[config.mk]
export PLATFORM = sky130hd
export DESIGN_NAME = pe_array_seq_ctrl
export DESIGN_NICKNAME = d
export VERILOG_FILES = /design/src/rtl/pe_ctrl_pkg.sv /design/src/rtl/tag_delay_line.sv /design/src/rtl/pe_array_seq_ctrl.sv
export SDC_FILE = /design/constraint.sdc
export NUM_CORES = 1
export LEC_CHECK = 0
export CORE_MARGIN = 2
export CORE_UTILIZATION = 53
export CTS_CLUSTER_SIZE = 30
export DETAILED_ROUTE_END_ITERATION = 6
export PLACE_DENSITY_LB_ADDON = 0.08
export RECOVER_POWER = 25
export SYNTH_ARGS = -nofsm -noshare
export SYNTH_HDL_FRONTEND = slang
export SYNTH_SLANG_ARGS = --single-unit
[constraint.sdc]
create_clock -name clk -period 2.35 [get_ports clk]
set_input_delay 0.47 -clock clk [delete_from_list [all_inputs] [get_ports clk]]
set_output_delay 0.47 -clock clk [all_outputs]
set_load 0.01 [all_outputs]
[src/rtl/pe_ctrl_pkg.sv]
// Shared types for the PE-array sequencer.
//   state_t : sequencer states
//   tag_t   : per-cycle result tag {valid, row, och} that travels beside the array pipeline
//   ROW_W / OCH_W : default counter widths
package pe_ctrl_pkg;

  localparam int ROW_W = 6;
  localparam int OCH_W = 4;

  typedef enum logic [2:0] {
    IDLE   = 3'd0,
    LOAD_W = 3'd1,
    WAIT_W = 3'd2,
    FEED   = 3'd3,
    DRAIN  = 3'd4,
    DONE   = 3'd5
  } state_t;

  typedef struct packed {
    logic             valid;
    logic [ROW_W-1:0] row;
    logic [OCH_W-1:0] och;
  } tag_t;

endpackage

[src/rtl/tag_delay_line.sv]
// Fixed-depth shift register that carries result tags alongside the free-running
// PE array, so a tag pushed in cycle t appears on dout in cycle t+DEPTH.
// Ports:
//   clk  : clock
//   rst  : synchronous reset, active-high; clears only the valid bit (MSB) of every stage
//   din  : tag pushed this cycle, valid bit in the MSB
//   dout : tag pushed DEPTH cycles ago
module tag_delay_line #(
  parameter int DEPTH = 5,
  parameter int WIDTH = 11
) (
  input  logic             clk,
  input  logic             rst,
  input  logic [WIDTH-1:0] din,
  output logic [WIDTH-1:0] dout
);

  logic [WIDTH-1:0] stage [DEPTH];

  // Payload bits carry no reset; a cleared valid bit is enough to kill the entry.
  always_ff @(posedge clk) begin
    stage[0] <= din;
    for (int i = 1; i < DEPTH; i++) begin
      stage[i] <= stage[i-1];
    end
    if (rst) begin
      for (int i = 0; i < DEPTH; i++) begin
        stage[i][WIDTH-1] <= 1'b0;
      end
    end
  end

  assign dout = stage[DEPTH-1];

endmodule

[src/rtl/pe_array_seq_ctrl.sv]
// Sequencer for the 72-PE 3x3 convolution array. For each output channel it
// reads the filter/bias word, streams ifmap row-triples into the array, then
// drains the shared-filter pipeline before moving to the next channel. Every
// array output cycle is tagged with valid/row/channel for the psum buffer.
//
// state  | meaning
// -------+-------------------------------------------------------------
// IDLE   | waiting for start; all strobes low
// LOAD_W | filter/bias SRAM read for channel och
// WAIT_W | SRAM latency; filter holding register latched on last cycle
// FEED   | one ifmap row-triple read per cycle, rows 0..cfg_rows-1
// DRAIN  | MEM_LAT+PIPE_LAT idle cycles so the last row leaves the array
// DONE   | one-cycle done pulse
//
// Ports:
//   clk, rst                 : clock, synchronous active-high reset
//   start, cfg_rows, cfg_och : job request and size, sampled in IDLE only
//   busy, done               : job status
//   wgt_rd_en, wgt_rd_addr   : filter/bias SRAM read (addr driven only while reading)
//   wgt_latch                : capture strobe for the filter holding register
//   ifmap_rd_en, ifmap_row   : ifmap SRAM read of rows r..r+2 (row driven only while reading)
//   psum_valid/row/och       : tag for the result currently leaving the array
module pe_array_seq_ctrl
  import pe_ctrl_pkg::*;
#(
  parameter int PIPE_LAT = 4,
  parameter int MEM_LAT  = 1
) (
  input  logic             clk,
  input  logic             rst,
  input  logic             start,
  input  logic [ROW_W-1:0] cfg_rows,
  input  logic [OCH_W-1:0] cfg_och,
  output logic             busy,
  output logic             done,
  output logic             wgt_rd_en,
  output logic [OCH_W-1:0] wgt_rd_addr,
  output logic             wgt_latch,
  output logic             ifmap_rd_en,
  output logic [ROW_W-1:0] ifmap_row,
  output logic             psum_valid,
  output logic [ROW_W-1:0] psum_row,
  output logic [OCH_W-1:0] psum_och
);

  localparam int L     = MEM_LAT + PIPE_LAT;
  localparam int TMR_W = $clog2(L + 1);

  state_t           state, state_nxt;
  logic [ROW_W-1:0] row, rows_cfg, rows_last;
  logic [OCH_W-1:0] och, och_cfg, och_last;
  logic [TMR_W-1:0] tmr;
  logic             cfg_ok;
  tag_t             tag_in, tag_out;

  assign cfg_ok    = (cfg_rows != '0) && (cfg_och != '0);
  assign rows_last = rows_cfg - ROW_W'(1);
  assign och_last  = och_cfg - OCH_W'(1);

  always_ff @(posedge clk) begin
    if (rst) begin
      state <= IDLE;
    end else begin
      state <= state_nxt;
    end
  end

  always_comb begin
    state_nxt   = state;
    wgt_rd_en   = 1'b0;
    wgt_latch   = 1'b0;
    ifmap_rd_en = 1'b0;
    done        = 1'b0;
    case (state)
      IDLE: begin
        if (start) begin
          state_nxt = cfg_ok ? LOAD_W : DONE;
        end
      end
      LOAD_W: begin
        wgt_rd_en = 1'b1;
        state_nxt = WAIT_W;
      end
      WAIT_W: begin
        if (tmr == '0) begin
          wgt_latch = 1'b1;
          state_nxt = FEED;
        end
      end
      FEED: begin
        ifmap_rd_en = 1'b1;
        if (row == rows_last) begin
          state_nxt = DRAIN;
        end
      end
      DRAIN: begin
        if (tmr == '0) begin
          state_nxt = (och == och_last) ? DONE : LOAD_W;
        end
      end
      DONE: begin
        done      = 1'b1;
        state_nxt = IDLE;
      end
      default: state_nxt = IDLE;
    endcase
  end

  // Counters and the shared down-counter tmr (SRAM wait, then pipeline drain).
  // Both stop at their last value, so no wrap is possible at max config.
  always_ff @(posedge clk) begin
    if (rst) begin
      row      <= '0;
      och      <= '0;
      tmr      <= '0;
      rows_cfg <= '0;
      och_cfg  <= '0;
    end else begin
      case (state)
        IDLE: begin
          if (start && cfg_ok) begin
            rows_cfg <= cfg_rows;
            och_cfg  <= cfg_och;
            och      <= '0;
          end
        end
        LOAD_W: tmr <= TMR_W'(MEM_LAT - 1);
        WAIT_W: begin
          row <= '0;
          if (tmr != '0) tmr <= tmr - TMR_W'(1);
        end
        FEED: begin
          if (row != rows_last) row <= row + ROW_W'(1);
          else                  tmr <= TMR_W'(L - 1);
        end
        DRAIN: begin
          if (tmr != '0)            tmr <= tmr - TMR_W'(1);
          else if (och != och_last) och <= och + OCH_W'(1);
        end
        default: ;
      endcase
    end
  end

  assign busy        = (state != IDLE);
  assign wgt_rd_addr = wgt_rd_en ? och : '0;
  assign ifmap_row   = ifmap_rd_en ? row : '0;

  assign tag_in.valid = ifmap_rd_en;
  assign tag_in.row   = row;
  assign tag_in.och   = och;

  tag_delay_line #(
    .DEPTH (L),
    .WIDTH ($bits(tag_t))
  ) u_tags (
    .clk  (clk),
    .rst  (rst),
    .din  (tag_in),
    .dout (tag_out)
  );

  // Payload of an invalid stage is stale; force the tags to zero instead.
  assign psum_valid = tag_out.valid;
  assign psum_row   = tag_out.valid ? tag_out.row : '0;
  assign psum_och   = tag_out.valid ? tag_out.och : '0;

endmodule

; Word level (Yosys, flattened, before mapping)
; Memories as Yosys holds them, arrays and structs flattened.
; Cells that the tools add are included.
[word_totals]
ff_bits = 26
ram_bits = 55
input_bits = 13
output_inout_bits = 26
word_cells = 85
mem_count = 1
[classes]
n_addsub = 5
n_eq_ne = 19
n_mux = 32
bitwise = 5
n_reduce_logical = 17
[memory_table]
columns = name, words, word_bits, read_ports, rd_clocked_by_memory_dff, wr, line_no
row1 = u_tags.stage, 5, 11, 5, 0, 5, tag_delay_line.sv:18  ; logic [WIDTH-1:0] stage [DEPTH];
[ops]
columns = operator, n
row1 = 3-bit 2-to-1 mux, 8
row2 = 4-bit 2-to-1 mux, 5
row3 = 6-bit 2-to-1 mux, 3
row4 = 2-bit inequality test (second input constant), 9
row5 = 3-bit case mux with 5 select lines, 1
row6 = 1-bit 2-to-1 mux, 12
row7 = 6-bit case mux with 2 select lines, 1
row8 = 3-bit case mux with 3 select lines, 1
row9 = 3-bit nonzero test, 3
row10 = 4-bit case mux with 2 select lines, 1
row11 = 4-bit AND reduction, 2
row12 = 6-bit by 1-bit adder with 6-bit output (second input constant), 1
row13 = 3-bit by 2-bit == test with 1-bit output (second input constant), 2
row14 = 3-bit == test (second input constant), 2
row15 = 6-bit == test, 1
row16 = 3-bit logical NOT, 2
row17 = 6-bit inequality test, 1
row18 = 6-bit nonzero test, 1
row19 = 6-bit by 1-bit subtractor with 6-bit output (second input constant), 1
row20 = 1-bit OR (first input constant), 5
row21 = 4-bit by 1-bit adder with 4-bit output (second input constant), 1
row22 = 4-bit == test, 1
row23 = 4-bit inequality test, 1
row24 = 2-bit AND reduction, 2
row25 = other kinds (9), 11

; Logic depth before layout (Yosys ltp)
[logic_depth]
word_depth = 5
depth_mapped = 8
ltp_nobuf = 7

; By module
; From an unflattened synthesis, not the netlist that was laid out.
[unflattened]
cells_unflattened = 278
hier_area_um2 = 2932.8
[modules_own_cells]
columns = mod, instances, cells_each, area_each_um2, seq_area_each_um2
row1 = pe_array_seq_ctrl, 1, 218, 1800.5, 520.5
row2 = tag_delay_line, 1, 60, 1132.3, 1101.1

; Worst setup path after synthesis
; Ideal clock, no wire load.
[synth_path]
kind = flip-flop to flip-flop
startpoint = register state[0]
endpoint = register och_cfg[0]
setup_ns = 0.128
t_arrival_ns = 1.850
required_ns = 2.222
slack_ns = 0.373
stages_incl_launch_ff = 9
n_path_buf = 3
synth_period_minus_slack_ns = 1.977
cell_sequence = dfxtp_1 > buf_6 > or3_1 > buf_2 > a2111oi_4 > buf_6 > nor2_1 > a21oi_2 > nor2_1
[synth_between]
elab_chain_cells = 2
[synth_lines]
columns = element, line_no
row1 = "start, declared", pe_array_seq_ctrl.sv:49  ; state_t state, state_nxt;
row2 = "start signal, assigned", pe_array_seq_ctrl.sv:64  ; state <= state_nxt;
row3 = 3-bit logical NOT, pe_array_seq_ctrl.sv:119  ; case (state)
row4 = 2-bit AND reduction (no source line), n/a
row5 = "end signal, assigned", pe_array_seq_ctrl.sv:123  ; och_cfg <= cfg_och;
row6 = "end, declared", pe_array_seq_ctrl.sv:51  ; logic [OCH_W-1:0] och, och_cfg, och_last;
; Every way passes these cells.
; A chain may end at the register's enable or synchronous reset.

; Final worst setup path
[layout_path]
startpoint = register state[0]
endpoint = output wgt_rd_addr[2]
[layout_between]
elab_chain_cells = 3
[layout_lines]
columns = element, line_no
row1 = 3-bit by 1-bit == test with 1-bit output, pe_array_seq_ctrl.sv:74  ; case (state)
row2 = 1-bit 2-to-1 mux, pe_array_seq_ctrl.sv:74
row3 = 4-bit 2-to-1 mux, pe_array_seq_ctrl.sv:146  ; assign wgt_rd_addr = wgt_rd_en ? och : '0;
row4 = "end, declared", pe_array_seq_ctrl.sv:37  ; output logic [OCH_W-1:0] wgt_rd_addr,
; Every way passes these cells.

==> reports/metrics.csv <==
metric,value,unit
r2r_setup_slack,250,ps
clock_path_buffers,2,
wl_per_cell,12.1,microns
path_clk_slew,80,ps
insertion_delay,340,ps
synth.top_cells.by_area,"dfxtp_1 (56%), and2_1 (4.5%), mux2i_1 (3.8%)",
arrival,1830,ps
antennaDiodeCount,0,
endpoint_kind,output port,
avgSynthCellArea,10.3,sq um
multi_input_area,1180,sq um
syn_inst,281,
required,1880,ps
synth-warning-count,0,
p_per_area,846,nW/um^2
core,5200,sq um
skew,4.43,ps
start_util,0.556,
io_buffers,38,
antenna_found_initial,0,
cp_max_fo,6,
crit_path_start_kind,flip-flop,
place.gp.congestion,0.796,
wirelength,4.97,mm
slew_headroom,0.555,
grt_overflow,0,
ys_ff_latch,81,
via_count,2089,
dr.pass1.iters,4,
layout.area.seq,1630,sq um
ys_types,43,
setup_viol_count_final,0,
hold_viol_final,0,
num_rows,26,
placed_area,3420,sq um
cts_buffers,9,
irDropWorstVdd,0.000394,V
cts_root_buf,clkbuf_8,
grt_pass1_wl,8.39,mm
yosysTopAreaCell,dfxtp_1,
status,"finished, final reports clean",
die_h,77.9,microns
synth.yosys.seq_area_share,0.560,
synth_flop_cell,dfxtp_1,
cap_violations,0,
layout.cells.non_filler,411,
n_fill_cell,402,
grt_max_degree,17,
grt_pass1_vias,1880,
min_period_over_period,0.979,
rsz0062_at_grt,true,
synth_top_area_share,0.560,
cts_tree,built,
drt_iter0_markers,41,
grtUsageTotal,0.179,
fmax,435,MHz
antenna_left,0,
placed_cells,394,
syn-num-nets,300,
crit_type,reg -> out,
min_path_type,reg -> reg,
cts_sinks,81,
slew_violations,0,
async_flop_share,0,
layout-area-overhead-vs-synth,29.0,%
final_area,3740,sq um
leakage,1.59,nW
period_needed,2300,ps
cts_hold_buf,0,
fin_ws,49.0,ps
pin_count,39,
drive_above_1_share,0.141,
drcViolationCount,0,
die_w,77.9,microns
nets,357,
syn_area,2900,sq um
die_area,6070,sq um
worst_pin_slew,662,ps
place_hpwl,3.52,mm
pre_cts_slack,-127,ps
h-tree-depth,3,
synth_edf_count,0,
viasPerCell,5.08,
[flip-flops by register name, summed over array words and instances (netlist names)]
register      count
u_tags.stage     55
rows_cfg          6
och               4
row               6
state             3
tmr               3
och_cfg           4
[per-stage QoR]
| step | hold slack, ps | total power [mW] | TNS (ps) | utilization |
|---|---|---|---|---|
| 3_5_place_dp | 312 | 1.90 | -165 | 0.657 |
| 6_report | 325 | 3.16 | 0 | 0.718 |
| 3_3_place_gp | 310 | 1.89 | -97.8 | 0.657 |
| 4_1_cts | 327 | 3.17 | 0 | 0.713 |
| 2_1_floorplan | 310 | 1.77 | 0 | - |
| 5_1_grt | 332 | 3.30 | -244 | 0.718 |
[layer usage]
| metal | GRT usage | up-vias | wire length (microns) |
|---|---|---|---|
| li1 | - | 1079 | - |
| met1 | 0.211 | 956 | 2270 |
| met2 | 0.294 | 45 | 2420 |
| met3 | 0.0512 | 9 | 201 |
| met4 | 0.0982 | 0 | 86 |
| met5 | 0 | - | 0 |
[path summary, 6_finish.rpt]
path,startpoint,to,cells past startpoint
worst max-delay path,state[0],wgt_rd_addr[2],4
worst min-delay path,u_tags.stage[3][2],u_tags.stage[4][2],0
worst max register to register,rows_cfg[0],row[1],7
worst min register to register,u_tags.stage[3][2],u_tags.stage[4][2],0
[cells in the final DEF (no fill, tap or decap), types with 3 or more instances in the layout]
master / Yosys / final
nand3_1: 3 / 3
a21oi_2: 5 / 5
and2_1: 21 / 21
clkbuf_8: 0 / 9
a211oi_1: 3 / 3
mux2i_1: 11 / 11
bufinv_16: 0 / 4
nor4_1: 4 / 4
nor3_1: 7 / 7
o211ai_1: 5 / 5
ha_1: 6 / 6
a21oi_1: 12 / 12
dfxtp_1: 81 / 80
dlymetal6s2s_1: 0 / 6
inv_1: 10 / 10
nand2b_1: 3 / 3
buf_4: 1 / 18
nor2b_1: 5 / 4
nand4_1: 3 / 3
nor2_1: 26 / 25
xor2_1: 5 / 5
or3_1: 6 / 6
nand2_1: 15 / 15
o21ai_0: 8 / 8
clkdlybuf4s50_1: 0 / 31
xnor2_1: 8 / 8
[what timing repair did]
item,4_1_cts,5_1_grt
setup buffers,2,1
endpoints found under the setup margin,11,11
resized for setup,4,8
[Yosys cell counts, types with 4 or more instances]
master / count
dfxtp_1: 81
or3_1: 6
nor4_1: 4
and2_1: 21
xnor2_1: 8
nor2b_1: 5
a21oi_2: 5
clkbuf_1: 6
xor2_1: 5
mux2i_1: 11
ha_1: 6
o211ai_1: 5
o21ai_0: 8
nand2_1: 15
a21oi_1: 12
nor2_1: 26
inv_1: 10
nor3_1: 7
[cell type report]
type | instances | area share
Sequential cell | 81 | 0.435
Clock inverter | 5 | 0.0345
Tap cell | 70 | 0.0234
Inverter | 10 | 0.0100
Timing Repair Buffer | 57 | 0.147
Multi-Input combinational cell | 179 | 0.317
Clock buffer | 9 | 0.0332
[power breakdown]
part           internal, mW  total [mW]  switching, mW  leakage (nW)
clock network         0.805        1.26          0.460         0.126
registers              1.42        1.46         0.0396         0.655
logic                 0.214       0.438          0.224         0.809
[critical path: stages, from the launching register on]
cell and delay, ps:
dfxtp_1 320, or2b_4 290, nor2_2 190, and2_1 160
clkdlybuf4s50_1 530
[cells by family after synthesis]
kind of cell	count (synthesis)	synth area share
AND/OR/NAND/NOR	104	0.190
flip-flops	81	0.560
multiplexers	12	0.0419
XOR/XNOR	13	0.0393
buffers and inverters	21	0.0346
adder cells (fa/ha/maj)	6	0.0259
AO/OA/AOI/OAI	44	0.108
Note: power is estimated with default switching activity, not from simulation.
